<file path="config.mk">
export PLATFORM = sky130hd
export DESIGN_NAME = booth_mul_scheduler
export DESIGN_NICKNAME = d
export VERILOG_FILES = /design/src/rtl/booth_pkg.sv /design/src/rtl/rr_arbiter.sv /design/src/rtl/booth_mul_scheduler.sv
export SDC_FILE = /design/constraint.sdc
export NUM_CORES = 1
export LEC_CHECK = 0
export CELL_PAD_IN_SITES_DETAIL_PLACEMENT = 1
export CELL_PAD_IN_SITES_GLOBAL_PLACEMENT = 1
export CORE_ASPECT_RATIO = 0.9
export CORE_MARGIN = 2
export CORE_UTILIZATION = 32
export CTS_CLUSTER_SIZE = 30
export DETAILED_ROUTE_END_ITERATION = 7
export GPL_TIMING_DRIVEN = 0
export PLACE_DENSITY_LB_ADDON = 0.25
export SLEW_MARGIN = 0
export SYNTH_ARGS = -nofsm -noshare
export SYNTH_HDL_FRONTEND = slang
export SYNTH_SLANG_ARGS = --single-unit
</file>
<file path="constraint.sdc">
create_clock -name i_clock -period 4.9 [get_ports i_clock]
set_clock_uncertainty 0.15 [all_clocks]
set_input_delay 0.98 -clock i_clock [delete_from_list [all_inputs] [get_ports i_clock]]
set_output_delay 0.98 -clock i_clock [all_outputs]
set_load 0.02 [all_outputs]
</file>
<file path="src/rtl/booth_pkg.sv">
// Shared definitions for the booth multiplier scheduler: FSM encoding,
// width helper and the default watchdog limit.
package booth_pkg;

  typedef enum logic [1:0] {
    IDLE  = 2'd0,
    ISSUE = 2'd1,
    WAIT  = 2'd2,
    RESP  = 2'd3
  } state_t;

  localparam int TIMEOUT_DEFAULT = 64;

  function automatic int clog2(input int value);
    int r;
    r = 0;
    for (int v = value - 1; v > 0; v = v >> 1) r++;
    return r;
  endfunction

endpackage

</file>
<file path="src/rtl/rr_arbiter.sv">
// Combinational round-robin arbiter: rotates the request vector so the slot
// after the pointer is at bit 0, takes the lowest set bit, rotates the index back.
module rr_arbiter
  import booth_pkg::*;
#(
  parameter int NREQ = 4,
  parameter int IDW  = clog2(NREQ)
) (
  input  logic [NREQ-1:0] i_req,
  input  logic [IDW-1:0]  i_ptr,
  output logic [NREQ-1:0] o_grant,
  output logic [IDW-1:0]  o_idx,
  output logic            o_any
);

  logic [IDW:0]      w_shift;
  logic [2*NREQ-1:0] w_dbl;
  logic [NREQ-1:0]   w_rot;
  logic [IDW-1:0]    w_pos;
  logic [IDW:0]      w_sum;

  always_comb begin
    w_shift = {1'b0, i_ptr} + (IDW+1)'(1);
    w_dbl   = {i_req, i_req} >> w_shift;
    w_rot   = w_dbl[NREQ-1:0];
    w_pos   = '0;
    for (int j = NREQ - 1; j >= 0; j--) begin
      if (w_rot[j]) w_pos = IDW'(j);
    end
    // The sum can reach 2*NREQ-1, so a single wrap subtraction suffices
    w_sum = {1'b0, i_ptr} + (IDW+1)'(1) + {1'b0, w_pos};
    if (w_sum >= (IDW+1)'(NREQ)) w_sum = w_sum - (IDW+1)'(NREQ);
    o_idx   = w_sum[IDW-1:0];
    o_any   = |i_req;
    o_grant = o_any ? (NREQ'(1) << o_idx) : '0;
  end

endmodule

</file>
<file path="src/rtl/booth_mul_scheduler.sv">
// Shares one booth multiplier between NREQ requesters: round-robin grant,
// operand latch, start pulse, guarded Done capture, watchdog and response port.
module booth_mul_scheduler
  import booth_pkg::*;
#(
  parameter int N       = 8,
  parameter int NREQ    = 4,
  parameter int IDW     = clog2(NREQ),
  parameter int TIMEOUT = TIMEOUT_DEFAULT
) (
  input  logic              i_clock,
  input  logic              i_reset,
  input  logic [NREQ-1:0]   i_req,
  input  logic [NREQ*N-1:0] i_mplier_in,
  input  logic [NREQ*N-1:0] i_mcand_in,
  output logic [NREQ-1:0]   o_grant,
  output logic              o_mul_start,
  output logic [N-1:0]      o_mul_mplier,
  output logic [N-1:0]      o_mul_mcand,
  input  logic              i_mul_done,
  input  logic [2*N-1:0]    i_mul_product,
  output logic              o_rsp_valid,
  input  logic              i_rsp_ready,
  output logic [IDW-1:0]    o_rsp_id,
  output logic [2*N-1:0]    o_rsp_product,
  output logic              o_rsp_err,
  output logic              o_busy
);

  localparam int WDW = clog2(TIMEOUT);

  state_t          r_state, w_state_next;
  logic [IDW-1:0]  r_ptr, r_rsp_id, w_win_idx;
  logic [NREQ-1:0] w_win_onehot;
  logic            w_any, w_take, w_capture, w_abort;
  logic [N-1:0]    r_mplier, r_mcand;
  logic [2*N-1:0]  r_rsp_product;
  logic            r_rsp_err, r_armed;
  logic [WDW-1:0]  r_wdog;

  rr_arbiter #(.NREQ(NREQ), .IDW(IDW)) u_arb (
    .i_req   (i_req),
    .i_ptr   (r_ptr),
    .o_grant (w_win_onehot),
    .o_idx   (w_win_idx),
    .o_any   (w_any)
  );

  always_ff @(posedge i_clock) begin
    if (i_reset) r_state <= IDLE;
    else         r_state <= w_state_next;
  end

  always_comb begin
    w_state_next = r_state;
    w_take       = 1'b0;
    w_capture    = 1'b0;
    w_abort      = 1'b0;
    case (r_state)
      IDLE: begin
        if (w_any) begin
          w_take       = 1'b1;
          w_state_next = ISSUE;
        end
      end
      ISSUE: w_state_next = WAIT;
      // Only a Done that follows an observed low level belongs to this op
      WAIT: begin
        if (r_armed && i_mul_done) begin
          w_capture    = 1'b1;
          w_state_next = RESP;
        end else if (r_wdog == WDW'(TIMEOUT - 1)) begin
          w_abort      = 1'b1;
          w_state_next = RESP;
        end
      end
      RESP: begin
        if (i_rsp_ready) w_state_next = IDLE;
      end
      default: w_state_next = IDLE;
    endcase
  end

  always_ff @(posedge i_clock) begin
    if (i_reset) begin
      r_ptr         <= IDW'(NREQ - 1);
      r_rsp_id      <= '0;
      r_mplier      <= '0;
      r_mcand       <= '0;
      r_rsp_product <= '0;
      r_rsp_err     <= 1'b0;
      r_armed       <= 1'b0;
      r_wdog        <= '0;
    end else begin
      if (w_take) begin
        r_ptr    <= w_win_idx;
        r_rsp_id <= w_win_idx;
        r_mplier <= i_mplier_in[w_win_idx*N +: N];
        r_mcand  <= i_mcand_in[w_win_idx*N +: N];
      end
      if (r_state == ISSUE) begin
        r_armed <= 1'b0;
        r_wdog  <= '0;
      end
      if (r_state == WAIT) begin
        if (!i_mul_done) r_armed <= 1'b1;
        if (w_capture) begin
          r_rsp_product <= i_mul_product;
          r_rsp_err     <= 1'b0;
        end else if (w_abort) begin
          r_rsp_product <= '0;
          r_rsp_err     <= 1'b1;
        end else begin
          r_wdog <= r_wdog + 1'b1;
        end
      end
    end
  end

  // Grant is combinational so that the accepting edge is the one that latches operands
  assign o_grant       = (w_take && !i_reset) ? w_win_onehot : '0;
  assign o_mul_start   = (r_state == ISSUE);
  assign o_mul_mplier  = r_mplier;
  assign o_mul_mcand   = r_mcand;
  assign o_rsp_valid   = (r_state == RESP);
  assign o_rsp_id      = r_rsp_id;
  assign o_rsp_product = r_rsp_product;
  assign o_rsp_err     = r_rsp_err;
  assign o_busy        = (r_state != IDLE);

endmodule

</file>
==> results.toml, run 1 <==
[run_status]
status = "finished, final reports clean"

[critical_path]
critPathKind = "primary input to primary output"
crit_path_max_incr_delay_ps = 540
worstPathRequired_ps = 3770
slowest_stage = "clkdlybuf4s50_1"
critical_path.top_delay_family = "simple AND/OR/NAND/NOR gates"
cp_max_fo = 8
path_cells = "clkdlybuf4s50_1 > or4_1 > o221ai_1 > a21oi_2 > ha_2 > xor2_4 > nand3_1 > and2_1 > and3_1 > dlygate4sd2_1"
arrival_ps = 3570
end_kind = "primary output"
start_kind = "primary input"
timing.critical_path.buf_inv = 2

[layout]
final_util = 0.475
n_antenna_cell = 0
synthToLayoutAreaGrowth_pct = 46.6
layout-drive-gt1-share = 0.154
fill_cells = 1322
fin_nets = 668
layout_commonest_cell = "clkdlybuf4s50_1"
final_cell_mix = "clkdlybuf4s50_1, nand2_1, dfxtp_1"

[sta]
maxSlewHeadroom = 0.319
setup_ws_ps = 204
finalSetupViolCount = 0
fin_tns_setup_ps = 0
rsz0062_at_grt = "false"
max_freq_mhz = 213
hold_viol = 0
slew_viol_final = 0
worstMarginPinSlew_ps = 1020
min_period_ps = 4700
fin_crit_sh = 0.958

[clock_tree]
cts_buffers = 5
cts.clk_slew.worst_paths_ps = 70
htree_levels = 2
root_buffer = "clkbuf_16"
ctsHoldBuffers = 0
insertion_delay_ps = 290
cts_max_path_buffers = 2
cts_tree = "done"
clkSinkCount = 46

[die]
coreArea_um2 = 10700
row_count = 36
die-area_um2 = 11700
die_h_um = 103
ioPinCount = 130
die_w_um = 114
initial_utilization = 0.324

[global_route]
grt_usage = 0.216
overflow = 0
grt_pass1_wl_mm = 20.3
grt_pass1_vias = 4075
antenna_found_initial = 0
grt_max_degree = 16

[logic_synthesis]
synth_edf_count = 0
syn_nets = 533
syn-cell-area_um2 = 3480
synth_fa_ha_area_frac = 0.0288
synthMuxAreaShare = 0.112
syn_inst = 437
ys_seq_elements = 46
yosys_warnings = 0
ys_types = 48
synth_xor_xnor_area_share = 0.00252
synth_top_family_by_area = "compound AO/OA/AOI/OAI gates"
synth_flop_cell = "dfxtp_1"
synth_compound_area_frac = 0.271
ys_seq_area_frac = 0.265
synth-simple-area-share = 0.263
synth-async-reset-ratio = 0
syn_area_per_cell_um2 = 7.96

[power_and_ir_drop]
p_comb_frac = 0.707
power.switching_mw = 1.42
vdd_ir_drop_max_mv = 0.214
switching_share = 0.486
p_leak_nw = 1.82
power_mw = 2.92
powerDensity_nw_per_um2 = 573
pwr-share-seq = 0.174
intPower_mw = 1.50
pwr-share-clk = 0.119

[placement]
place.gp.congestion = 0.854
pre_cts_ws_ps = -623
port_buffers = 128
dp_hpwl_mm = 9.55

[drt]
dr_total_vias = 3892
first_pass_iters = 4
drt-initial-drc-count = 141
routed_via_density = 5.51
drcViolationCount = 0
drt.antenna.violating_nets = 0
wl_per_cell_um = 17.6
wirelength_mm = 12.4

[worst_hold_path]
min_path_type = "flop to flop"

[run]
max_cap_viol_count = 0
[worst min-delay path: stages (launching register included)]
cell and delay, ps:
dfxtp_1 310, inv_1 50, a211oi_1 50
[synth_stat cells, types with 8 or more instances]
library cell | instances | area, um^2
a21oi_1 | 27 | 135
a221oi_2 | 10 | 150
a311oi_2 | 10 | 150
a31oi_1 | 34 | 213
and2_1 | 18 | 113
clkbuf_1 | 21 | 78.8
dfxtp_1 | 46 | 921
ha_1 | 8 | 100
mux2_2 | 32 | 360
nand2_1 | 57 | 214
nand3_1 | 20 | 100
nor2_1 | 34 | 128
nor3_1 | 34 | 170
[area by class of cell]
type,instances,area [um^2],share of cell area
multi-input cells,347,2390,0.468
repair buffers,129,1270,0.250
clock inverters,3,21.3,0.00417
well taps,133,166,0.0327
clock buffers,5,125,0.0246
plain buffers,37,178,0.0349
flip-flops and latches,46,921,0.181
inverters,6,22.5,0.00442
[routing by layer]
metal  global-route usage  part of all wire  vias to the layer above
met5                    0                 0                        -
met4               0.0450             0.010                        0
met3               0.0323             0.044                       12
met2                0.371              0.47                       97
met1                0.290              0.47                     1892
li1                     -                 -                     1891
[metrics by stage]
step / area, um^2 / hold slack, ps / instances
after floorplan: 3480 / 304 / 437
after CTS: 5090 / 313 / 706
after detailed placement: 4920 / 302 / 698
final: 5100 / 309 / 706
after global routing: 5100 / 345 / 706
after global placement: 4920 / 297 / 698
[registers in the layout (all words and copies together) (netlist names)]
register	cells
o_mul_mcand	8
r_state	2
r_ptr	2
o_rsp_product	16
o_rsp_id	2
o_mul_mplier	8
o_rsp_err	1
r_wdog	6
r_armed	1
[worst paths after layout]
path              depth (start not counted)         endpoint  slack (ps)      start
setup / recovery                         10       o_grant[2]         200   i_req[3]
hold / removal                            2        o_rsp_err         310  o_rsp_err
setup reg to reg                         11  o_mul_mplier[6]        1400   r_ptr[0]
hold reg to reg                           2        o_rsp_err         310  o_rsp_err
[power groups by stage]
stage / clock, mW / combinational (mW) / sequential (mW)
final: 0.347 / 2.06 / 0.509
after global routing: 0.369 / 2.27 / 0.520
after CTS: 0.355 / 2.05 / 0.509
after detailed placement: 0 / 2.02 / 0.517
after global placement: 0 / 1.97 / 0.513
after floorplan: 0 / 1.33 / 0.578
[cell families after synthesis]
family | after synthesis
flops | 46
fa+ha+maj | 8
simple gates | 191
compound gates | 112
buf+inv | 44
mux | 35
xor+xnor | 1
[timing repair]
| action | in CTS | in global routing |
|---|---|---|
| resized for setup | 10 | 8 |
| setup buffers | 1 | 0 |
| pin swaps | 1 | 0 |
| endpoints found under the setup margin | 4 | 2 |
| hold endpoints to repair | 0 | 0 |
No activity file was read; power rests on OpenSTA's default activity.
==> inputs of run 2 (changes only) <==
--- a/config.mk
+++ b/config.mk
@@ -10,11 +10,10 @@
 export CORE_ASPECT_RATIO = 0.9
 export CORE_MARGIN = 2
 export CORE_UTILIZATION = 32
-export CTS_CLUSTER_SIZE = 30
 export DETAILED_ROUTE_END_ITERATION = 7
 export GPL_TIMING_DRIVEN = 0
 export PLACE_DENSITY_LB_ADDON = 0.25
-export SLEW_MARGIN = 0
+export SLEW_MARGIN = 20
 export SYNTH_ARGS = -nofsm -noshare
 export SYNTH_HDL_FRONTEND = slang
 export SYNTH_SLANG_ARGS = --single-unit
==> results of run 2 <==
The final DEF is identical to that of run 1; final timing and power are the same.
